File: src/rtl/output_streamer_if.sv
// ---------------------------------------------------------------------------
// output_streamer_if
//   Byte-stream (valid/ready) link between output_streamer and the external
//   I/O. A beat transfers on any rising clk edge where out_valid and
//   out_ready are both high.
//
//   out_data   beat payload                    (master -> slave)
//   out_valid  beat present                    (master -> slave)
//   out_last   final beat of the final word    (master -> slave)
//   out_ready  consumer accepts the beat       (slave  -> master)
// ---------------------------------------------------------------------------
interface output_streamer_if #(
    parameter int OUT_WIDTH = 8
) ();

    logic [OUT_WIDTH-1:0] out_data;
    logic                 out_valid;
    logic                 out_ready;
    logic                 out_last;

    modport master (
        output out_data,
        output out_valid,
        output out_last,
        input  out_ready
    );

    modport slave (
        input  out_data,
        input  out_valid,
        input  out_last,
        output out_ready
    );

endinterface

File: src/rtl/output_streamer.sv
// ---------------------------------------------------------------------------
// output_streamer
//   Drains a run of words from the output SRAM onto the byte stream. Each
//   DATA_WIDTH word is read with a single-cycle read and split into
//   BEATS = DATA_WIDTH/OUT_WIDTH beats, least-significant first. done pulses
//   for one cycle after the final beat is accepted.
//
//   clk         clock, rising edge
//   rst_n       asynchronous active-low reset
//   start       job request, sampled only in IDLE
//   start_addr  first word address, sampled with start
//   count       words to send (clamped to DEPTH), sampled with start
//   abort       cancel the current job, wins over start and handshake
//   busy        high in every non-IDLE state
//   done        one-cycle pulse at normal completion
//   sram_re     SRAM read enable
//   sram_raddr  SRAM read address (addresses wrap modulo DEPTH)
//   sram_rdata  SRAM read data, valid the cycle after sram_re
//   out_if      byte stream (master side)
//
//   state | meaning
//   ------+-------------------------------------------------------------
//   IDLE  | waiting for start
//   FETCH | sram_re high for the current address
//   LOAD  | sram_rdata valid, captured into the shift register
//   SEND  | beats offered on the stream, one per handshake
//   DONE  | done pulse, back to IDLE next cycle
// ---------------------------------------------------------------------------
module output_streamer #(
    parameter int DATA_WIDTH = 16,
    parameter int DEPTH      = 16,
    parameter int ADDR_WIDTH = $clog2(DEPTH),
    parameter int OUT_WIDTH  = 8
) (
    input  logic                  clk,
    input  logic                  rst_n,
    input  logic                  start,
    input  logic [ADDR_WIDTH-1:0] start_addr,
    input  logic [ADDR_WIDTH:0]   count,
    input  logic                  abort,
    output logic                  busy,
    output logic                  done,
    output logic                  sram_re,
    output logic [ADDR_WIDTH-1:0] sram_raddr,
    input  logic [DATA_WIDTH-1:0] sram_rdata,
    output_streamer_if.master     out_if
);

    localparam int BEATS  = DATA_WIDTH / OUT_WIDTH;
    localparam int BEAT_W = (BEATS > 1) ? $clog2(BEATS) : 1;

    localparam logic [BEAT_W-1:0]     BEAT_LAST   = BEAT_W'(BEATS - 1);
    // Beat index whose handshake makes the final beat of a word the next one.
    localparam logic [BEAT_W-1:0]     BEAT_PENULT = BEAT_W'(BEATS - 2);
    localparam logic [ADDR_WIDTH:0]   DEPTH_WORDS = (ADDR_WIDTH + 1)'(DEPTH);
    localparam logic [ADDR_WIDTH:0]   ONE_WORD    = (ADDR_WIDTH + 1)'(1);
    localparam logic [ADDR_WIDTH-1:0] ADDR_MAX    = ADDR_WIDTH'(DEPTH - 1);

    typedef enum logic [2:0] {
        IDLE,
        FETCH,
        LOAD,
        SEND,
        DONE
    } state_t;

    state_t                state;
    logic [ADDR_WIDTH:0]   remaining;   // words left, including the one in flight
    logic [BEAT_W-1:0]     beat;
    logic [DATA_WIDTH-1:0] shreg;

    logic [ADDR_WIDTH:0]   count_clamped;
    logic [ADDR_WIDTH-1:0] addr_next;
    logic                  last_word;
    logic                  handshake;

    assign count_clamped = (count > DEPTH_WORDS) ? DEPTH_WORDS : count;
    // Explicit wrap so a non-power-of-two DEPTH also works.
    assign addr_next     = (sram_raddr == ADDR_MAX) ? '0 : sram_raddr + 1'b1;
    assign last_word     = (remaining == ONE_WORD);
    assign handshake     = out_if.out_valid & out_if.out_ready;

    // The low bits of the shift register are the beat on offer; they only
    // change on a handshake or a load, which keeps out_data stable while
    // stalled.
    assign out_if.out_data = shreg[OUT_WIDTH-1:0];

    always_ff @(posedge clk or negedge rst_n) begin
        if (!rst_n) begin
            state            <= IDLE;
            remaining        <= '0;
            beat             <= '0;
            shreg            <= '0;
            busy             <= 1'b0;
            done             <= 1'b0;
            sram_re          <= 1'b0;
            sram_raddr       <= '0;
            out_if.out_valid <= 1'b0;
            out_if.out_last  <= 1'b0;
        end else if (abort) begin
            // The in-flight beat is dropped; no done pulse for a cancelled job.
            state            <= IDLE;
            busy             <= 1'b0;
            done             <= 1'b0;
            sram_re          <= 1'b0;
            shreg            <= '0;
            out_if.out_valid <= 1'b0;
            out_if.out_last  <= 1'b0;
        end else begin
            case (state)
                IDLE: begin
                    done <= 1'b0;
                    if (start) begin
                        busy <= 1'b1;
                        if (count == '0) begin
                            state <= DONE;
                            done  <= 1'b1;
                        end else begin
                            state      <= FETCH;
                            sram_raddr <= start_addr;
                            remaining  <= count_clamped;
                            sram_re    <= 1'b1;
                        end
                    end
                end

                FETCH: begin
                    sram_re <= 1'b0;
                    state   <= LOAD;
                end

                LOAD: begin
                    shreg            <= sram_rdata;
                    beat             <= '0;
                    out_if.out_valid <= 1'b1;
                    out_if.out_last  <= last_word && (BEATS == 1);
                    state            <= SEND;
                end

                SEND: begin
                    if (handshake) begin
                        shreg <= shreg >> OUT_WIDTH;
                        if (beat == BEAT_LAST) begin
                            out_if.out_valid <= 1'b0;
                            out_if.out_last  <= 1'b0;
                            if (last_word) begin
                                state <= DONE;
                                done  <= 1'b1;
                            end else begin
                                remaining  <= remaining - ONE_WORD;
                                sram_raddr <= addr_next;
                                sram_re    <= 1'b1;
                                state      <= FETCH;
                            end
                        end else begin
                            beat            <= beat + 1'b1;
                            out_if.out_last <= last_word && (beat == BEAT_PENULT);
                        end
                    end
                end

                DONE: begin
                    done  <= 1'b0;
                    busy  <= 1'b0;
                    state <= IDLE;
                end

                default: begin
                    state            <= IDLE;
                    busy             <= 1'b0;
                    done             <= 1'b0;
                    sram_re          <= 1'b0;
                    out_if.out_valid <= 1'b0;
                    out_if.out_last  <= 1'b0;
                end
            endcase
        end
    end

endmodule

File: src/flat_wrapper.sv
// flat-port wrapper written by rule: the top's interface ports become plain ports
module output_streamer_flat 
#(
    parameter int DATA_WIDTH = 16,
    parameter int DEPTH      = 16,
    parameter int ADDR_WIDTH = $clog2(DEPTH),
    parameter int OUT_WIDTH  = 8
)
  (clk, rst_n, start, start_addr, count, abort, busy, done, sram_re, sram_raddr, sram_rdata, out_if_out_data, out_if_out_valid, out_if_out_last, out_if_out_ready);
  output_streamer_if #(.OUT_WIDTH(OUT_WIDTH)) out_if_i ();
  input  logic clk;
  input  logic rst_n;
  input  logic start;
  input  logic [ADDR_WIDTH-1:0] start_addr;
  input  logic [ADDR_WIDTH:0] count;
  input  logic abort;
  output logic busy;
  output logic done;
  output logic sram_re;
  output logic [ADDR_WIDTH-1:0] sram_raddr;
  input  logic [DATA_WIDTH-1:0] sram_rdata;
  output wire logic [$bits(out_if_i.out_data)-1:0] out_if_out_data;
  output wire logic [$bits(out_if_i.out_valid)-1:0] out_if_out_valid;
  output wire logic [$bits(out_if_i.out_last)-1:0] out_if_out_last;
  input wire logic [$bits(out_if_i.out_ready)-1:0] out_if_out_ready;
  assign out_if_out_data = out_if_i.out_data;
  assign out_if_out_valid = out_if_i.out_valid;
  assign out_if_out_last = out_if_i.out_last;
  assign out_if_i.out_ready = out_if_out_ready;
  output_streamer #(.DATA_WIDTH(DATA_WIDTH), .DEPTH(DEPTH), .ADDR_WIDTH(ADDR_WIDTH), .OUT_WIDTH(OUT_WIDTH)) u_core (.clk(clk), .rst_n(rst_n), .start(start), .start_addr(start_addr), .count(count), .abort(abort), .busy(busy), .done(done), .sram_re(sram_re), .sram_raddr(sram_raddr), .sram_rdata(sram_rdata), .out_if(out_if_i));
endmodule
File: config.mk
export PLATFORM = sky130hd
export DESIGN_NAME = output_streamer_flat
export DESIGN_NICKNAME = d
export VERILOG_FILES = /design/src/rtl/output_streamer_if.sv /design/src/rtl/output_streamer.sv /design/src/flat_wrapper.sv
export SDC_FILE = /design/constraint.sdc
export NUM_CORES = 1
export LEC_CHECK = 0
export CORE_MARGIN = 2
export CORE_UTILIZATION = 40
export DETAILED_ROUTE_END_ITERATION = 10
export GPL_ROUTABILITY_DRIVEN = 0
export HOLD_SLACK_MARGIN = 0.06
export PLACE_DENSITY = 0.63
export SETUP_SLACK_MARGIN = 0.4
export SLEW_MARGIN = 10
export SYNTH_ARGS = -nofsm -noshare
export SYNTH_HDL_FRONTEND = slang
export SYNTH_SLANG_ARGS = --single-unit
export TNS_END_PERCENT = 5
File: constraint.sdc
create_clock -name clk -period 2.2 [get_ports clk]
set_input_delay 0.22 -clock clk [delete_from_list [all_inputs] [get_ports clk]]
set_output_delay 0.22 -clock clk [all_outputs]
set_load 0.03 [all_outputs]
# Word-level counts from Yosys, hierarchy flattened

Cells that the tools add are included.
W data, S select, Z words.

Bits of input ports: 30
Output and inout port bits: 17
Word-level logic and storage cells: 109
Register bits after elaboration: 34

Muxes and demuxes: 52
Equality and inequality tests: 21
Reductions and logical operators: 19
Bitwise logic cells: 3
$add $sub $neg: 3
Order comparisons: 1

Operator list:

| kind                 | count |
|---|---|
| $mux W16             | 2 |
| $pmux W16 S2         | 1 |
| $mux W5              | 6 |
| $mux W4              | 6 |
| $mux W1              | 22 |
| $mux W3              | 6 |
| $ne A2 B1 Y1 const B | 6 |
| $pmux W3 S4          | 1 |
| $pmux W5 S2          | 1 |
| $ne A3 B2 Y1 const B | 3 |
| $ne A3 B3 Y1 const B | 3 |
| $pmux W1 S3          | 3 |
| $reduce_and A3 Y1    | 3 |
| $pmux W4 S2          | 1 |
| $reduce_and A7 Y1    | 1 |
| $eq A3 B2 Y1 const B | 2 |
| $ne A2 B2 Y1 const B | 3 |
| $pmux W1 S2          | 3 |
| $reduce_and A2 Y1    | 3 |
| $reduce_and A6 Y1    | 1 |
| $reduce_or A3 Y1     | 2 |
| $eq A5 B1 Y1 const B | 1 |
| $gt A5 B5 Y1 const B | 1 |
| $logic_not A5 Y1     | 1 |
| other kinds (14)     | 17 |

# Logic depth before layout (Yosys ltp)

Gate-level depths: netlist (run 1).

Word-level depth: 6
Gate-level depth with buffers: 7
Gate-level depth less buffers: 6

# Worst setup path after synthesis (run 1)

No wires, ideal clock.

Path kind: reg2reg
Start point: register u_core.out_if.out_valid
End point: register u_core.remaining[1]
Arrival: 1.704 ns
Period minus slack after synthesis: 1.829 ns
Setup slack: 0.371 ns
Required time: 2.075 ns
Cell stages (with the launch flop): 6
Path buffers: 1
Path through: dfrtp_1 nand3_1 o32ai_4 and3_1 buf_6 mux2_4

Longest elaborated chain between the ends: 3

Ends and longest elaborated chain:

| element                            | line                     | text |
|---|---|---|
| from (decl)                        | output_streamer_if.sv:23 | `output out_valid,` |
| from (signal assigned)             | output_streamer.sv:98    | `out_if.out_valid <= 1'b0;` |
| from (signal assigned)             | output_streamer.sv:107   | `out_if.out_valid <= 1'b0;` |
| from (signal assigned)             | output_streamer.sv:135   | `out_if.out_valid <= 1'b1;` |
| $and A1 B1 Y1                      | output_streamer.sv:81    | `assign handshake = out_if.out_valid & out_if.out_ready;` |
| $ne A2 B1 Y1 (no source line)      | -                        |  |
| $reduce_and A7 Y1 (no source line) | -                        |  |
| to (signal assigned)               | output_streamer.sv:121   | `remaining <= count_clamped;` |
| to (signal assigned)               | output_streamer.sv:150   | `remaining <= remaining - ONE_WORD;` |
| to (decl)                          | output_streamer.sv:68    | `logic [ADDR_WIDTH:0] remaining;` |

Every way passes these cells.
A chain may end at the register's enable or synchronous reset.

# Worst setup path after layout (run 1)

Start point: register u_core.remaining[1]
End point: register u_core.sram_re

Longest elaborated chain between the ends: 3

Ends and longest elaborated chain:

| element                            | line                   | text |
|---|---|---|
| $eq A5 B1 Y1                       | output_streamer.sv:80  | `assign last_word = (remaining == ONE_WORD);` |
| $ne A3 B3 Y1 (no source line)      | -                      |  |
| $reduce_and A6 Y1 (no source line) | -                      |  |
| to (signal assigned)               | output_streamer.sv:96  | `sram_re <= 1'b0;` |
| to (signal assigned)               | output_streamer.sv:105 | `sram_re <= 1'b0;` |
| to (signal assigned)               | output_streamer.sv:122 | `sram_re <= 1'b1;` |
| to (decl)                          | output_streamer.sv:43  | `output logic sram_re,` |

Every way passes these cells.

==> impl_metrics.py, run 1 <==
metrics = {
    "placement": {
        "placed_cell_area_um2": 2480,
        "dp_cells": 306,
        "dp_hpwl_um": 3320,
        "port_buffers": 46,
    },
    "synth": {
        "avgSynthCellArea_um2": 9.25,
        "ys_seq_area_frac": 0.438,
        "synthFlopType": "dfrtp_1",
        "synth-edff-count": 0,
        "synth_compound_area_frac": 0.236,
        "synth_xor_area_frac": 0.00451,
        "async_reset_ff_frac": 1.00,
        "ys_warn_count": 0,
        "muxShareOfSynthArea": 0.0206,
        "ys_ff_latch": 34,
        "synth.distinct_cells": 51,
        "yosys.area_share.adder": 0.0193,
        "synth_cells": 210,
        "synth_top_family_by_area": "compound AO/OA/AOI/OAI gates",
        "syn-num-nets": 243,
        "synth_area_um2": 1940,
        "yosys.area_share.simple": 0.209,
    },
    "timing": {
        "drv_slew": 0,
        "fin_tns_setup_ns": 0,
        "rsz0062_at_grt": "yes",
        "skew_ns": 0.00454,
        "worstMarginPinSlew_ns": 0.625,
        "period_share": 0.808,
        "relSlewSlack": 0.582,
        "fmax_mhz": 563,
        "period_minus_slack_ns": 1.78,
        "hold_viol_final": 0,
        "setup_viol": 0,
    },
    "power_and_ir_drop": {
        "vdd_drop_max_v": 0.000450,
        "power_frac_seq": 0.366,
        "switching_share": 0.374,
        "design_power_total_uw": 2620,
        "power_switching_uw": 979,
        "p_int_uw": 1640,
        "power.density_nw_per_um2": 992,
        "power.leakage_uw": 0.00109,
        "clkPwrFrac": 0.223,
        "comb_power_share": 0.411,
    },
    "global_route": {
        "grt_overflow_total": 0,
        "grt_pass1_wl_um": 7900,
        "antenna_found_initial": 0,
        "grt_pass1_vias": 1662,
        "globalRouteTotalUtil": 0.185,
        "grt_start_max_net_pins": 22,
    },
    "drt": {
        "num_vias": 1762,
        "drtAntennaViolNets": 0,
        "drt_iter0_drc": 77,
        "wl_um": 4680,
        "vias_per_cell": 5.56,
        "dr.pass1.iters": 5,
        "wl_per_cell_um": 14.8,
        "drc_errors": 0,
    },
    "floorplan": {
        "fp.dieArea_um2": 5430,
        "die_w_um": 73.7,
        "num_rows": 25,
        "core-area_um2": 4690,
        "io_pins": 47,
        "die_y_um": 73.7,
        "start_util": 0.414,
    },
    "setup_path": {
        "crit_chain": "inv_1 -> ha_1 -> nor4b_4 -> nand3_1 -> and3_4 -> buf_4 -> a211o_1",
        "crit_family": "simple AND/OR/NAND/NOR gates",
        "r2r_cells": 7,
        "crit_path_end_kind": "flop",
        "max_stage_delay_ns": 0.39,
        "path_depth": 7,
        "cp_slowest_cell": "dfrtp_1",
        "cp_max_fo": 5,
        "crit_path_start_kind": "flop",
        "required_ns": 2.37,
        "critPathKind": "reg2reg",
        "path_buf_inv": 2,
        "critical_path_arrival_ns": 1.95,
    },
    "outcome": {
        "status": "complete, no violations",
    },
    "clock_network": {
        "max-clock-path-buffers": 2,
        "postCtsHoldBufs": 0,
        "root_buffer": "clkbuf_8",
        "clkTransAtPathRegs_ns": 0.08,
        "numCtsBuffers": 5,
        "cts_sinks": 34,
        "cts_tree": "yes",
        "htree_levels": 2,
        "insertion_delay_ns": 0.29,
    },
    "hold_path": {
        "hold_class": "in2async",
    },
    "cells_and_area": {
        "final_area_um2": 2640,
        "drive_gt1_frac": 0.156,
        "final_util": 0.563,
        "fin_nets": 295,
        "layout_common_cells": "clkdlybuf4s50_1 (46), dfrtp_1 (31), nand2_1 (29)",
        "final_common_cell": "clkdlybuf4s50_1",
        "areaGrowthSynthToFinish_pct": 35.9,
        "antenna_cells": 0,
        "final_cells": 317,
    },
    "job": {
        "max_cap_viol_count": 0,
    },
}
## power groups by stage
| stage | logic, uW | registers [uW] | clock network, uW |
|---|---|---|---|
| 2_1_floorplan | 637 | 1010 | 0 |
| 3_3_place_gp | 1040 | 956 | 0 |
| 3_5_place_dp | 1050 | 954 | 0 |
| 4_1_cts | 1050 | 949 | 598 |
| 5_1_grt | 1190 | 986 | 620 |
| 6_report | 1080 | 959 | 585 |
## synth_stat cells (2+ instances only)
cell       count  area, um2
buf_4          8       60.1
nor2_1        16       60.1
o2111ai_1      3       26.3
mux2_4         2       30.0
a311oi_1       8       70.1
dfrtp_1       34        851
a22oi_1        2       15.0
a22o_1         6       52.6
inv_1          5       18.8
o21bai_1       2       15.0
buf_2          5       25.0
nand2_1       29        109
nand3_1        8       40.0
nor3_1         3       15.0
ha_1           3       37.5
clkbuf_1       7       26.3
nand3b_1       2       15.0
o21ai_0        3       15.0
a31oi_1        6       37.5
nand2b_1       9       56.3
a21oi_1       18       90.1
o2bb2ai_1      2       17.5
## through the flow
stage	worst slack (ns)	hold WS, ns
floorplan	0.453	-0.0756
global placement	0.132	0.485
detailed placement	0.108	0.483
CTS	0.392	0.346
global route	0.358	0.385
finish	0.423	0.318
## flip-flops by register name, summed over array words and instances, names as in the netlist
| signal | count |
|---|---|
| u_core.sram_raddr | 4 |
| u_core.out_if.out_valid | 1 |
| u_core.out_if.out_last | 1 |
| u_core.sram_re | 1 |
| u_core.remaining | 5 |
| u_core.done | 1 |
| u_core.beat | 1 |
| u_core.shreg | 16 |
| u_core.state | 3 |
| u_core.busy | 1 |
## metal layers
metal / global-route usage / part of all wire / up-vias
met2: 0.303 / 0.47 / 62
li1: - / - / 859
met3: 0.0384 / 0.057 / 11
met4: 0.0505 / 0.016 / 0
met5: 0 / 0 / -
met1: 0.249 / 0.46 / 830
## kinds of logic (layout without fill, tap and decap cells)
kind of cell / Yosys count / in the layout
compound gates: 62 / 62
simple gates: 81 / 81
buf+inv: 26 / 79
mux: 3 / 3
fa+ha+maj: 3 / 3
xor+xnor: 1 / 1
flops: 34 / 34
## path summary, 6_finish.rpt
kind,start,slack (ns),end
max in group asynchronous,rst_n,1.28,u_core.shreg[10]$_DFFE_PN0P_
hold / removal,rst_n,0.32,u_core.shreg[9]$_DFFE_PN0P_
min in group clk,u_core.done$_DFFE_PN0P_,0.49,u_core.done$_DFFE_PN0P_
setup reg to reg,u_core.remaining[1]$_DFFE_PN0P_,0.42,u_core.sram_re$_DFFE_PN0P_
hold reg to reg,u_core.done$_DFFE_PN0P_,0.49,u_core.done$_DFFE_PN0P_
setup / recovery,u_core.remaining[1]$_DFFE_PN0P_,0.42,u_core.sram_re$_DFFE_PN0P_
## area by class of cell
type | instances | area (um2)
Clock buffer | 5 | 68.8
Clock inverter | 3 | 45.0
Fill cell | 439 | 2050
Inverter | 5 | 18.8
Multi-Input combinational cell | 150 | 971
Sequential cell | 34 | 855
Tap cell | 54 | 67.6
Timing Repair Buffer | 66 | 614
## worst register-to-register path, cell delays in order, from the launching register on
cell     delay, ns
dfrtp_1       0.39
inv_1         0.09
ha_1          0.18
nor4b_4       0.23
nand3_1       0.15
and3_4        0.23
buf_4         0.14
a211o_1       0.26
## timing repair
action	in CTS	in global routing
pin swaps	0	2
gates resized for setup	3	4
setup buffers	0	3
endpoints found under the setup margin	4	5
No activity file was read; power rests on OpenSTA's default activity.
==> inputs of run 2 (changes only) <==
==> constraint.sdc (replaced) <==
create_clock -name clk -period 1.82 [get_ports clk]
set_input_delay 0.182 -clock clk [delete_from_list [all_inputs] [get_ports clk]]
set_output_delay 0.182 -clock clk [all_outputs]
set_load 0.03 [all_outputs]
==> run 2 against run 1 <==
First-iteration DRC count is 30% higher. Flip-flop and latch count stayed put. Non-clock buffer count is 18 higher. Critical path depth decreased by 3. Combinational power grew 42%. Critical path type unchanged. Highest routed layer unchanged.
==> impl_metrics.py, run 2 (synthesis gave the netlist of run 1 again) <==
metrics = {
    "cells_and_area": {
        "top_regs": "u_core.shreg x16, u_core.remaining x5, u_core.sram_raddr x4",
        "antenna_cells": 0,
        "largest_reg_flops": 16,
        "drive_gt1_frac": 0.228,
        "regMostFlops": "u_core.shreg",
        "layout_common_cells": "clkdlybuf4s50_1 (45), buf_4 (33), dfrtp_1 (33)",
        "fin_nets": 313,
        "final_cells": 335,
        "areaGrowthSynthToFinish_pct": 46.2,
        "final_area_um2": 2840,
        "final_common_cell": "clkdlybuf4s50_1",
    },
    "setup_path": {
        "r2r_start": "u_core.state[1]$_DFFE_PN0P_",
        "crit_path_start_kind": "flop",
        "r2r_cells": 4,
        "crit_path_end_kind": "flop",
        "required_ns": 1.99,
        "path_buf_inv": 0,
        "cp_slowest_cell": "dfrtp_1",
        "reg2reg_to": "u_core.sram_raddr[3]$_DFFE_PN0P_",
        "rrSetupSlack_ns": 0.19,
        "crit_chain": "or3b_4 -> o32ai_4 -> and3_4 -> mux2_4",
        "critical_path_arrival_ns": 1.80,
        "max_stage_delay_ns": 0.42,
        "crit_family": "simple AND/OR/NAND/NOR gates",
        "cp_max_fo": 4,
        "critPathKind": "reg2reg",
    },
    "power_and_ir_drop": {
        "vdd_drop_max_v": 0.000574,
        "power.density_nw_per_um2": 1180,
        "power.leakage_uw": 0.00124,
        "design_power_total_uw": 3350,
    },
    "drt": {
        "wl_per_cell_um": 14.3,
        "drc_errors": 0,
        "num_vias": 1823,
        "drtAntennaViolNets": 0,
        "vias_per_cell": 5.44,
        "wl_um": 4800,
        "dr.pass1.iters": 4,
        "drt_iter0_drc": 100,
    },
    "clock_network": {
        "cts_sinks": 34,
        "htree_levels": 2,
        "cts_tree": "yes",
        "numCtsBuffers": 5,
        "clkTransAtPathRegs_ns": 0.07,
        "root_buffer": "clkbuf_8",
        "postCtsHoldBufs": 0,
        "max-clock-path-buffers": 2,
        "insertion_delay_ns": 0.28,
    },
    "timing": {
        "period_minus_slack_ns": 1.63,
        "period_share": 0.897,
        "hold_viol_final": 0,
        "drv_slew": 0,
        "skew_ns": 0.00315,
        "fmax_mhz": 612,
        "setup_viol": 0,
        "worstMarginPinSlew_ns": 0.448,
        "fin_tns_setup_ns": 0,
        "relSlewSlack": 0.701,
        "fin_ws_ns": 0.187,
        "rsz0062_at_grt": "yes",
    },
    "placement": {
        "pre_cts_ws_ns": -0.120,
        "dp_cells": 320,
        "placed_cell_area_um2": 2590,
        "port_buffers": 46,
        "dp_hpwl_um": 3440,
    },
    "floorplan": {
        "die_w_um": 73.7,
        "die_y_um": 73.7,
        "io_pins": 47,
        "core-area_um2": 4690,
        "start_util": 0.414,
        "num_rows": 25,
        "fp.dieArea_um2": 5430,
    },
    "job": {
        "max_cap_viol_count": 0,
    },
    "hold_path": {
        "hold_class": "in2async",
    },
    "global_route": {
        "grt_overflow_total": 0,
        "antenna_found_initial": 0,
        "globalRouteTotalUtil": 0.189,
        "grt_pass1_wl_um": 8010,
        "grt_start_max_net_pins": 35,
        "grt_pass1_vias": 1750,
    },
    "outcome": {
        "status": "complete, no violations",
    },
}
run 2: cell types whose count changed in the layout (fill, tap and decap cells not counted), sizes merged:
cell,previous run,this run
clkinv,0,2
clkdlybuf4s50,46,45
dlymetal6s2s,0,1
buf,20,38
clkinvlp,2,0
run 2: metal layers:
metal,up-vias,share of wire,wire [um],GRT usage
li1,895,-,-,-
met1,875,0.48,2290,0.258
met2,46,0.47,2260,0.300
met3,7,0.037,177,0.0329
met4,0,0.013,63,0.0707
met5,-,0,0,0
run 2: metrics by stage:
stage,hold slack [ns],util
after floorplan,-0.114,-
after global placement,0.483,0.553
after detailed placement,0.484,0.553
after CTS,0.329,0.604
after global routing,0.357,0.605
final,0.308,0.605
run 2: final cells by class:
class / count / area (um2)
Clock buffer: 5 / 68.8
Clock inverter: 3 / 40.0
Fill cell: 422 / 1850
Inverter: 5 / 18.8
Multi-Input combinational cell: 150 / 1010
Sequential cell: 34 / 852
Tap cell: 54 / 67.6
Timing Repair Buffer: 84 / 785
run 2: worst max-delay path by stage:
stage	end	cells after the start	slack [ns]	start
2_1_floorplan	u_core.remaining[1]$_DFFE_PN0P_	5	0.07	u_core.state[0]$_DFFE_PN0P_
3_3_place_gp	u_core.sram_raddr[3]$_DFFE_PN0P_	5	-0.09	start
3_5_place_dp	u_core.remaining[1]$_DFFE_PN0P_	5	-0.12	start
4_1_cts	u_core.remaining[1]$_DFFE_PN0P_	4	0.19	u_core.state[1]$_DFFE_PN0P_
5_1_grt	u_core.remaining[1]$_DFFE_PN0P_	4	0.15	u_core.state[1]$_DFFE_PN0P_
6_report	u_core.sram_raddr[3]$_DFFE_PN0P_	4	0.19	u_core.state[1]$_DFFE_PN0P_
run 2: power breakdown:
| part | total (uW) | internal [uW] | switching, uW |
|---|---|---|---|
| Sequential | 1130 | 948 | 184 |
| Clock | 686 | 403 | 283 |
| Combinational | 1530 | 772 | 762 |
run 2: worst reg2reg max path: stages (launching register included):
cell	delay [ns]
dfrtp_1	0.42
or3b_4	0.40
o32ai_4	0.14
and3_4	0.27
mux2_4	0.30
run 2: what timing repair did:
item,CTS,global route
cloned,0,0
setup endpoints to repair,48,49
pin swaps,8,7
gates resized for setup,14,3
buffers inserted,7,0
==> inputs of run 3 (changes only) <==
==> constraint.sdc (replaced) <==
create_clock -name clk -period 2 [get_ports clk]
set_input_delay 0.2 -clock clk [delete_from_list [all_inputs] [get_ports clk]]
set_output_delay 0.2 -clock clk [all_outputs]
set_load 0.03 [all_outputs]
==> run 3 against run 2 <==
Sequential power decreased by 7%. Wire length rose by 1.8%. Count of clock-buffer cells in the layout unchanged. Global-route usage shrank 0.41 points. Clock skew hardly changed. Combinational power shrank 14%. Design area fell by 3.0%. Flip-flop and latch count is the same. Fmax down 4.0%. Non-clock buffer count fell by 9. Worst hold slack better by 0.011 ns. Clock power down 5.0%.
==> impl_metrics.py, run 3 (synthesis gave the netlist of run 1 again) <==
metrics = {
    "power_and_ir_drop": {
        "power.leakage_uw": 0.00118,
        "vdd_drop_max_v": 0.000595,
        "power.density_nw_per_um2": 1100,
    },
    "drt": {
        "num_vias": 1755,
        "drc_errors": 0,
        "wl_per_cell_um": 15.0,
        "drt_iter0_drc": 123,
        "drtAntennaViolNets": 0,
        "vias_per_cell": 5.38,
        "wl_um": 4880,
        "dr.pass1.iters": 4,
    },
    "floorplan": {
        "fp.dieArea_um2": 5430,
        "io_pins": 47,
        "die_w_um": 73.7,
        "core-area_um2": 4690,
        "num_rows": 25,
        "die_y_um": 73.7,
        "start_util": 0.414,
    },
    "outcome": {
        "status": "complete, no violations",
    },
    "setup_path": {
        "rrSetupSlack_ns": 0.30,
        "r2r_cells": 7,
        "critPathKind": "reg2reg",
        "crit_path_start_kind": "flop",
        "cp_max_fo": 4,
        "critical_path_arrival_ns": 1.88,
        "reg2reg_to": "u_core.sram_re$_DFFE_PN0P_",
        "r2r_start": "u_core.remaining[1]$_DFFE_PN0P_",
        "required_ns": 2.18,
        "crit_path_end_kind": "flop",
        "endpoint": "u_core.sram_re$_DFFE_PN0P_",
        "critPathLaunch": "u_core.remaining[1]$_DFFE_PN0P_",
    },
    "cells_and_area": {
        "antenna_cells": 0,
        "drive_gt1_frac": 0.199,
        "fin_nets": 304,
        "areaGrowthSynthToFinish_pct": 41.8,
        "seqCellArea_um2": 853,
        "multi_input_area_um2": 1010,
        "fillCellCount": 424,
        "largest_reg_flops": 16,
        "regMostFlops": "u_core.shreg",
        "layout_common_cells": "clkdlybuf4s50_1 (44), dfrtp_1 (32), nand2_1 (29)",
        "top_regs": "u_core.shreg x16, u_core.remaining x5, u_core.sram_raddr x4",
        "final_common_cell": "clkdlybuf4s50_1",
    },
    "clock_network": {
        "cts_tree": "yes",
        "root_buffer": "clkbuf_8",
        "postCtsHoldBufs": 0,
        "max-clock-path-buffers": 2,
        "numCtsBuffers": 5,
        "insertion_delay_ns": 0.29,
        "htree_levels": 2,
        "clkTransAtPathRegs_ns": 0.08,
        "cts_sinks": 34,
    },
    "timing": {
        "fmax_mhz": 588,
        "worstMarginPinSlew_ns": 0.448,
        "period_minus_slack_ns": 1.70,
        "period_share": 0.850,
        "drv_slew": 0,
        "setup_viol": 0,
        "rsz0062_at_grt": "yes",
        "hold_viol_final": 0,
        "skew_ns": 0.00354,
        "fin_ws_ns": 0.300,
        "fin_tns_setup_ns": 0,
        "relSlewSlack": 0.701,
    },
    "hold_path": {
        "hold_class": "in2async",
    },
    "global_route": {
        "grt_overflow_total": 0,
        "grt_start_max_net_pins": 35,
        "antenna_found_initial": 0,
        "grt_pass1_vias": 1629,
        "globalRouteTotalUtil": 0.185,
        "grt_pass1_wl_um": 7700,
    },
    "job": {
        "max_cap_viol_count": 0,
    },
    "placement": {
        "port_buffers": 46,
        "dp_hpwl_um": 3170,
        "pre_cts_ws_ns": 0.0454,
    },
}
run 3: cell types whose count changed in the layout (fill, tap and decap cells not counted), sizes merged:
cell,before,now
buf,38,29
clkinv,2,0
clkinvlp,0,2
clkdlybuf4s50,45,44
dlygate4sd2,0,1
run 3: repair_timing:
item                                    in CTS  in global routing
pin swaps                                    3                  6
setup buffers                                7                  2
resized for setup                           17                  3
endpoints found under the setup margin      22                 29
gates cloned                                 1                  0
run 3: where the power goes:
group,internal (uW),switching (uW)
sequential,864,187
combinational,648,671
clock,371,282
run 3: worst min-delay path by stage:
stage | end | depth (start not counted) | slack (ns)
after detailed placement | u_core.done$_DFFE_PN0P_ | 1 | 0.48
after floorplan | u_core.beat$_DFFE_PN0P_ | 0 | -0.1
final | u_core.shreg[7]$_DFFE_PN0P_ | 2 | 0.32
after global placement | u_core.done$_DFFE_PN0P_ | 1 | 0.48
after CTS | u_core.busy$_DFFE_PN0P_ | 2 | 0.34
after global routing | u_core.shreg[6]$_DFFE_PN0P_ | 2 | 0.38
run 3: final cells by class:
cell class / instances / area share
Multi-Input combinational cell: 150 / 0.366
Sequential cell: 34 / 0.310
Timing Repair Buffer: 75 / 0.252
Clock buffer: 5 / 0.0250
Tap cell: 54 / 0.0245
Clock inverter: 3 / 0.0163
Inverter: 5 / 0.00681
run 3: through the flow:
stage	cells	hold WS [ns]	cell area [um2]	util	power (uW)
6_report	326	0.319	2760	0.587	3020
5_1_grt	326	0.378	2760	0.587	3220
4_1_cts	324	0.337	2730	0.581	2980
3_5_place_dp	308	0.484	2490	0.531	2210
3_3_place_gp	308	0.482	2490	0.531	2200
2_1_floorplan	210	-0.0956	1940	-	1810
run 3: layer usage:
metal  GRT usage  vias to the layer above  share of wire
met5           0                        -              0
met1       0.246                      816           0.47
met2       0.293                       59           0.47
met4      0.0687                        0         0.0098
li1            -                      873              -
met3      0.0439                        7          0.050
run 3: worst max-delay path, stage by stage, from the launching register on:
cell and delay [ns]:
dfrtp_1 0.42, inv_2 0.10, ha_4 0.13, nor4b_4 0.26
nand3_2 0.13, and3_4 0.21, buf_6 0.12, a211o_1 0.22
